===== src/rtl/mc6502_dma_pkg.sv =====
// Shared types and default addresses for the 6502 sprite-page DMA controller.
package mc6502_dma_pkg;

  typedef enum logic [2:0] {
    ST_IDLE      = 3'd0,
    ST_HALT_WAIT = 3'd1,
    ST_ALIGN     = 3'd2,
    ST_READ      = 3'd3,
    ST_WRITE     = 3'd4
  } state_t;

  localparam logic [15:0] DEF_TRIGGER_ADDR = 16'h4014;
  localparam logic [15:0] DEF_DEST_ADDR    = 16'h2004;

endpackage


===== src/rtl/mc6502_dma_controller_if.sv =====
// CPU-side and memory-side bus signals of the DMA controller.
// Handshake: cpu_rdy high means the CPU owns the bus this cycle; while it is
// low (and the CPU is on a read) the controller drives bus_ab/bus_rw/bus_db_w.
interface mc6502_dma_controller_if;

  logic [15:0] cpu_ab;
  logic [7:0]  cpu_db_w;
  logic        cpu_rw;
  logic        cpu_rdy;
  logic [7:0]  cpu_db_r;
  logic [15:0] bus_ab;
  logic [7:0]  bus_db_w;
  logic        bus_rw;
  logic [7:0]  bus_db_r;

  // controller view
  modport slave (
    input  cpu_ab, cpu_db_w, cpu_rw, bus_db_r,
    output cpu_rdy, cpu_db_r, bus_ab, bus_db_w, bus_rw
  );

  // CPU + memory view
  modport master (
    output cpu_ab, cpu_db_w, cpu_rw, bus_db_r,
    input  cpu_rdy, cpu_db_r, bus_ab, bus_db_w, bus_rw
  );

endinterface


===== src/rtl/mc6502_dma_controller.sv =====
// Bus arbiter and 256-byte page-copy DMA sequencer between a 6502 core and memory.
// Transparent pass-through when idle; stalls the CPU via RDY during a transfer.
module mc6502_dma_controller
  import mc6502_dma_pkg::*;
#(
  parameter logic [15:0] TRIGGER_ADDR = DEF_TRIGGER_ADDR,
  parameter logic [15:0] DEST_ADDR    = DEF_DEST_ADDR
) (
  input  logic                        clk,
  input  logic                        rst,
  mc6502_dma_controller_if.slave      bus,
  output logic                        dma_busy,
  output logic                        dma_done,
  output state_t                      dbg_state
);

  state_t      state;
  logic [7:0]  page;
  logic [7:0]  idx;
  logic [7:0]  data;
  logic        odd;
  logic        rdy_q;
  logic        busy_q;
  logic        done_q;

  always_ff @(posedge clk or posedge rst) begin
    if (rst) begin
      state  <= ST_IDLE;
      page   <= 8'h00;
      idx    <= 8'h00;
      data   <= 8'h00;
      odd    <= 1'b0;
      rdy_q  <= 1'b1;
      busy_q <= 1'b0;
      done_q <= 1'b0;
    end else begin
      odd    <= ~odd;
      done_q <= 1'b0;
      case (state)
        ST_IDLE: begin
          if (!bus.cpu_rw && bus.cpu_ab == TRIGGER_ADDR) begin
            page   <= bus.cpu_db_w;
            idx    <= 8'h00;
            state  <= ST_HALT_WAIT;
            rdy_q  <= 1'b0;
            busy_q <= 1'b1;
          end
        end
        // The 6502 ignores RDY on writes, so only a read cycle actually halts it.
        // READ must land on an even cycle; insert ALIGN when it would not.
        ST_HALT_WAIT: begin
          if (bus.cpu_rw) begin
            state <= odd ? ST_READ : ST_ALIGN;
          end
        end
        ST_ALIGN: begin
          state <= ST_READ;
        end
        ST_READ: begin
          data   <= bus.bus_db_r;
          state  <= ST_WRITE;
          done_q <= (idx == 8'hFF);
        end
        ST_WRITE: begin
          idx <= idx + 8'h01;
          if (idx == 8'hFF) begin
            state  <= ST_IDLE;
            rdy_q  <= 1'b1;
            busy_q <= 1'b0;
          end else begin
            state <= ST_READ;
          end
        end
        default: begin
          state  <= ST_IDLE;
          rdy_q  <= 1'b1;
          busy_q <= 1'b0;
        end
      endcase
    end
  end

  always_comb begin
    bus.bus_ab   = bus.cpu_ab;
    bus.bus_rw   = bus.cpu_rw;
    bus.bus_db_w = bus.cpu_db_w;
    case (state)
      ST_READ: begin
        bus.bus_ab = {page, idx};
        bus.bus_rw = 1'b1;
      end
      ST_WRITE: begin
        bus.bus_ab   = DEST_ADDR;
        bus.bus_rw   = 1'b0;
        bus.bus_db_w = data;
      end
      default: ;
    endcase
  end

  assign bus.cpu_db_r = bus.bus_db_r;
  assign bus.cpu_rdy  = rdy_q;
  assign dma_busy     = busy_q;
  assign dma_done     = done_q;
  assign dbg_state    = state;

endmodule

===== src/flat_wrapper.sv =====
// flat-port wrapper written by rule: the top's interface ports become plain ports
module mc6502_dma_controller_flat import mc6502_dma_pkg::*;
#(
  parameter logic [15:0] TRIGGER_ADDR = DEF_TRIGGER_ADDR,
  parameter logic [15:0] DEST_ADDR    = DEF_DEST_ADDR
)
  (clk, rst, dma_busy, dma_done, dbg_state, bus_cpu_ab, bus_cpu_db_w, bus_cpu_rw, bus_bus_db_r, bus_cpu_rdy, bus_cpu_db_r, bus_bus_ab, bus_bus_db_w, bus_bus_rw);
  mc6502_dma_controller_if bus_i ();
  input  logic clk;
  input  logic rst;
  output logic dma_busy;
  output logic dma_done;
  output state_t dbg_state;
  input wire logic [$bits(bus_i.cpu_ab)-1:0] bus_cpu_ab;
  input wire logic [$bits(bus_i.cpu_db_w)-1:0] bus_cpu_db_w;
  input wire logic [$bits(bus_i.cpu_rw)-1:0] bus_cpu_rw;
  input wire logic [$bits(bus_i.bus_db_r)-1:0] bus_bus_db_r;
  output wire logic [$bits(bus_i.cpu_rdy)-1:0] bus_cpu_rdy;
  output wire logic [$bits(bus_i.cpu_db_r)-1:0] bus_cpu_db_r;
  output wire logic [$bits(bus_i.bus_ab)-1:0] bus_bus_ab;
  output wire logic [$bits(bus_i.bus_db_w)-1:0] bus_bus_db_w;
  output wire logic [$bits(bus_i.bus_rw)-1:0] bus_bus_rw;
  assign bus_i.cpu_ab = bus_cpu_ab;
  assign bus_i.cpu_db_w = bus_cpu_db_w;
  assign bus_i.cpu_rw = bus_cpu_rw;
  assign bus_i.bus_db_r = bus_bus_db_r;
  assign bus_cpu_rdy = bus_i.cpu_rdy;
  assign bus_cpu_db_r = bus_i.cpu_db_r;
  assign bus_bus_ab = bus_i.bus_ab;
  assign bus_bus_db_w = bus_i.bus_db_w;
  assign bus_bus_rw = bus_i.bus_rw;
  mc6502_dma_controller #(.TRIGGER_ADDR(TRIGGER_ADDR), .DEST_ADDR(DEST_ADDR)) u_core (.clk(clk), .rst(rst), .bus(bus_i), .dma_busy(dma_busy), .dma_done(dma_done), .dbg_state(dbg_state));
endmodule

===== config.mk =====
export PLATFORM = sky130hd
export DESIGN_NAME = mc6502_dma_controller_flat
export DESIGN_NICKNAME = d
export VERILOG_FILES = /design/src/rtl/mc6502_dma_pkg.sv /design/src/rtl/mc6502_dma_controller_if.sv /design/src/rtl/mc6502_dma_controller.sv /design/src/flat_wrapper.sv
export SDC_FILE = /design/constraint.sdc
export NUM_CORES = 1
export LEC_CHECK = 0
export BUFFER_PORTS_ARGS = -buffer_cell sky130_fd_sc_hd__buf_2
export CELL_PAD_IN_SITES_DETAIL_PLACEMENT = 1
export CELL_PAD_IN_SITES_GLOBAL_PLACEMENT = 1
export CORE_UTILIZATION = 35
export CTS_BUF_LIST = sky130_fd_sc_hd__clkbuf_16
export CTS_CLUSTER_SIZE = 40
export DETAILED_ROUTE_END_ITERATION = 8
export PLACE_DENSITY = 0.88
export SLEW_MARGIN = 20
export SYNTH_ARGS = -nofsm -noshare
export SYNTH_HDL_FRONTEND = slang
export SYNTH_SLANG_ARGS = --single-unit

===== constraint.sdc =====
create_clock -name clk -period 4 [get_ports clk]
set_input_delay 0.6 -clock clk [delete_from_list [all_inputs] [get_ports clk]]
set_output_delay 0.6 -clock clk [all_outputs]
set_load 0.01 [all_outputs]

==> results.ini <==
[routing]
drc=0
drt_iter0_markers=75
avgRoutedWirePerCell_um=15.9
wl_um=5020
dr_total_vias=1614
viasPerCell=5.12
drtPass1Iterations=4
drtAntennaViolNets=0

[setup_path]
path_class=flop to output port
cp-end-kind=output port
reg2reg_slack_ns=1.75
timing.rr.end=u_core.page[4]$_DFFE_PP0P_
cp_data_required_time_ns=3.40
reg2reg_depth=5
rr_startpoint=u_core.dbg_state[2]$_DFFE_PP0P_
arrival_ns=2.07
cp_max_fo=26
crit_path_start_kind=flop

[clock_network]
cts_root_buffer=clkbuf_16
cts_tree=yes
clk_pin_slew_ns=0.05
worstSkewPairLatency_ns=0.28
cts_resized=0
cts_hold_buf=0
numCtsBuffers=5
cts_setup_buffers=0
htreeDepth=2
cts_sinks=31
clockBufferDepth=2

[cells_and_area]
layout_common_cells=73 x buf_2, 40 x nand2_1, 30 x dfrtp_1
area_delta_synth_final_pct=30.9
multi_input_area_um2=843
final_common_cell=buf_2
regArea_um2=777
drive_gt1_share_pct=42.7
fillers=580
nets=283
finish.utilization_pct=47.8
antennaDiodeCount=0

[global_routing]
grt_max_degree=32
grt_pass1_vias=1683
grt_antenna_before_repair=0
grt_usage_pct=20.8
grt-ovfl-total=0
grt_pass1_wl_um=8180

[synth]
avgSynthCellArea_um2=9.69
yosysWarnings=0
ys.flop_type=dfrtp_1
synth_enable_flop_cells=0
netlist_instances=178
seq_area_frac_synth_pct=45.0
syn_area_mm2=0.00173
ys_seq_elements=31
async_flop_share_pct=100
synth.distinct_cells=38
synth_fp_nets=214

[run]
cap_violations=0

[floorplanning]
die_h_um=72.2
start_util_pct=36.5
fp.dieArea_mm2=0.00521
die_w_um=72.2
core_mm2=0.00472
row_count=25
ioPinCount=74

[pwr]
power-per-cell-area_mw_per_mm2=639
ir_drop_v=0.000269
power.leakage_nw=1.19

[sta]
final.setup.tns_ns=0
maxSlewViolCount=0
fin_crit_ns=2.67
slew_headroom_pct=41.0
hold_violations=0
worstMarginPinSlew_ns=0.883
rsz0062_at_grt=false
timing.final.crit_share_pct=66.6
setup_violations=0
clock_skew_ns=0.00501
max_freq_ghz=0.375

[placement]
numPortBuffers=73
dp_hpwl_um=3670
gp_congestion=0.776

[outcome]
status=finished, final reports clean

[hold_path]
hp-class=input pin to async pin

-- layout make-up --
class / instances / area share, %
Sequential cell: 31 / 34.4
Timing Repair Buffer: 78 / 17.8
Multi-Input combinational cell: 127 / 37.3
Tap cell: 67 / 3.71
Clock inverter: 3 / 0.499
Clock buffer: 5 / 5.54
Inverter: 4 / 0.665
-- per-stage QoR --
stage                     hold slack (ns)  instance area, um2  power, W  std cells  setup slack (ns)
after global routing                0.426                2260   0.00154        315              1.19
after floorplan                     0.383                1730  0.000881        178              1.77
final                               0.402                2260   0.00144        315              1.33
after CTS                           0.416                2260   0.00145        315              1.33
after detailed placement            0.415                2120   0.00110        307              1.44
after global placement              0.397                2120   0.00107        307              1.49
-- power by group --
part,switching [W],internal (W)
clock,0.000126,0.000223
combinational,0.000287,0.000258
sequential,0.000126,0.000423
-- cells in the mapped netlist, types with 2 or more instances --
| cell | count | area [um2] |
|---|---|---|
| nand2_1 | 40 | 150 |
| or3_1 | 4 | 25.0 |
| nand3_1 | 7 | 35.0 |
| o211ai_1 | 5 | 37.5 |
| clkbuf_1 | 4 | 15.0 |
| o21ai_0 | 3 | 15.0 |
| nor3_1 | 2 | 10.0 |
| mux2i_1 | 2 | 20.0 |
| or2_2 | 2 | 12.5 |
| dfrtp_1 | 30 | 751 |
| a22o_1 | 14 | 123 |
| nor2_1 | 7 | 26.3 |
| nor4_1 | 4 | 25.0 |
| nor2b_1 | 2 | 12.5 |
| buf_4 | 9 | 67.6 |
| mux2_2 | 16 | 180 |
| nor4bb_1 | 2 | 20.0 |
| buf_1 | 2 | 7.51 |
| inv_1 | 4 | 15.0 |
-- registers in the layout, indices dropped and copies added (netlist names) --
register            cells
u_core.bus.cpu_rdy      1
u_core.data             8
u_core.dbg_state        3
u_core.dma_busy         1
u_core.dma_done         1
u_core.idx              8
u_core.odd              1
u_core.page             8
-- worst max-delay path by stage --
stage / from / end / slack (ns) / depth (start not counted)
after floorplan: u_core.dbg_state[2]$_DFFE_PP0P_ / bus_bus_ab[0] / 1.77 / 6
after global routing: u_core.dbg_state[0]$_DFFE_PP0P_ / bus_bus_rw / 1.19 / 4
after CTS: u_core.dbg_state[0]$_DFFE_PP0P_ / bus_bus_rw / 1.33 / 4
after global placement: bus_cpu_ab[7] / u_core.page[4]$_DFFE_PP0P_ / 1.49 / 6
final: u_core.dbg_state[0]$_DFFE_PP0P_ / bus_bus_rw / 1.33 / 4
after detailed placement: bus_cpu_ab[12] / u_core.page[4]$_DFFE_PP0P_ / 1.44 / 6
-- per-layer routing --
metal / GRT usage [%] / wire length (um) / up-vias
met1: 26.7 / 2190 / 780
met2: 34.0 / 2480 / 57
met5: 0 / 0 / -
met4: 6.75 / 68 / 0
li1: - / - / 769
met3: 5.56 / 282 / 8
-- critical path, stage by stage, from the launching register on --
cell and delay, ns:
dfrtp_1 0.49, nor2_1 0.24, nand2_1 0.56, a21o_1 0.36, buf_2 0.13
-- logic make-up (layout without fill, tap and decap cells) --
group | count (synthesis) | count (layout) | synth area share [%]
and+or+nand+nor | 79 | 79 | 23.1
adders and majority gates | 1 | 1 | 0.725
DFF | 31 | 31 | 45.0
muxes | 18 | 18 | 11.6
AOI/OAI and AO/OA | 28 | 28 | 12.6
xor gates and xnor gates | 1 | 1 | 0.508
buffers and inverters | 20 | 90 | 6.38
No activity file was read; power rests on OpenSTA's default activity.
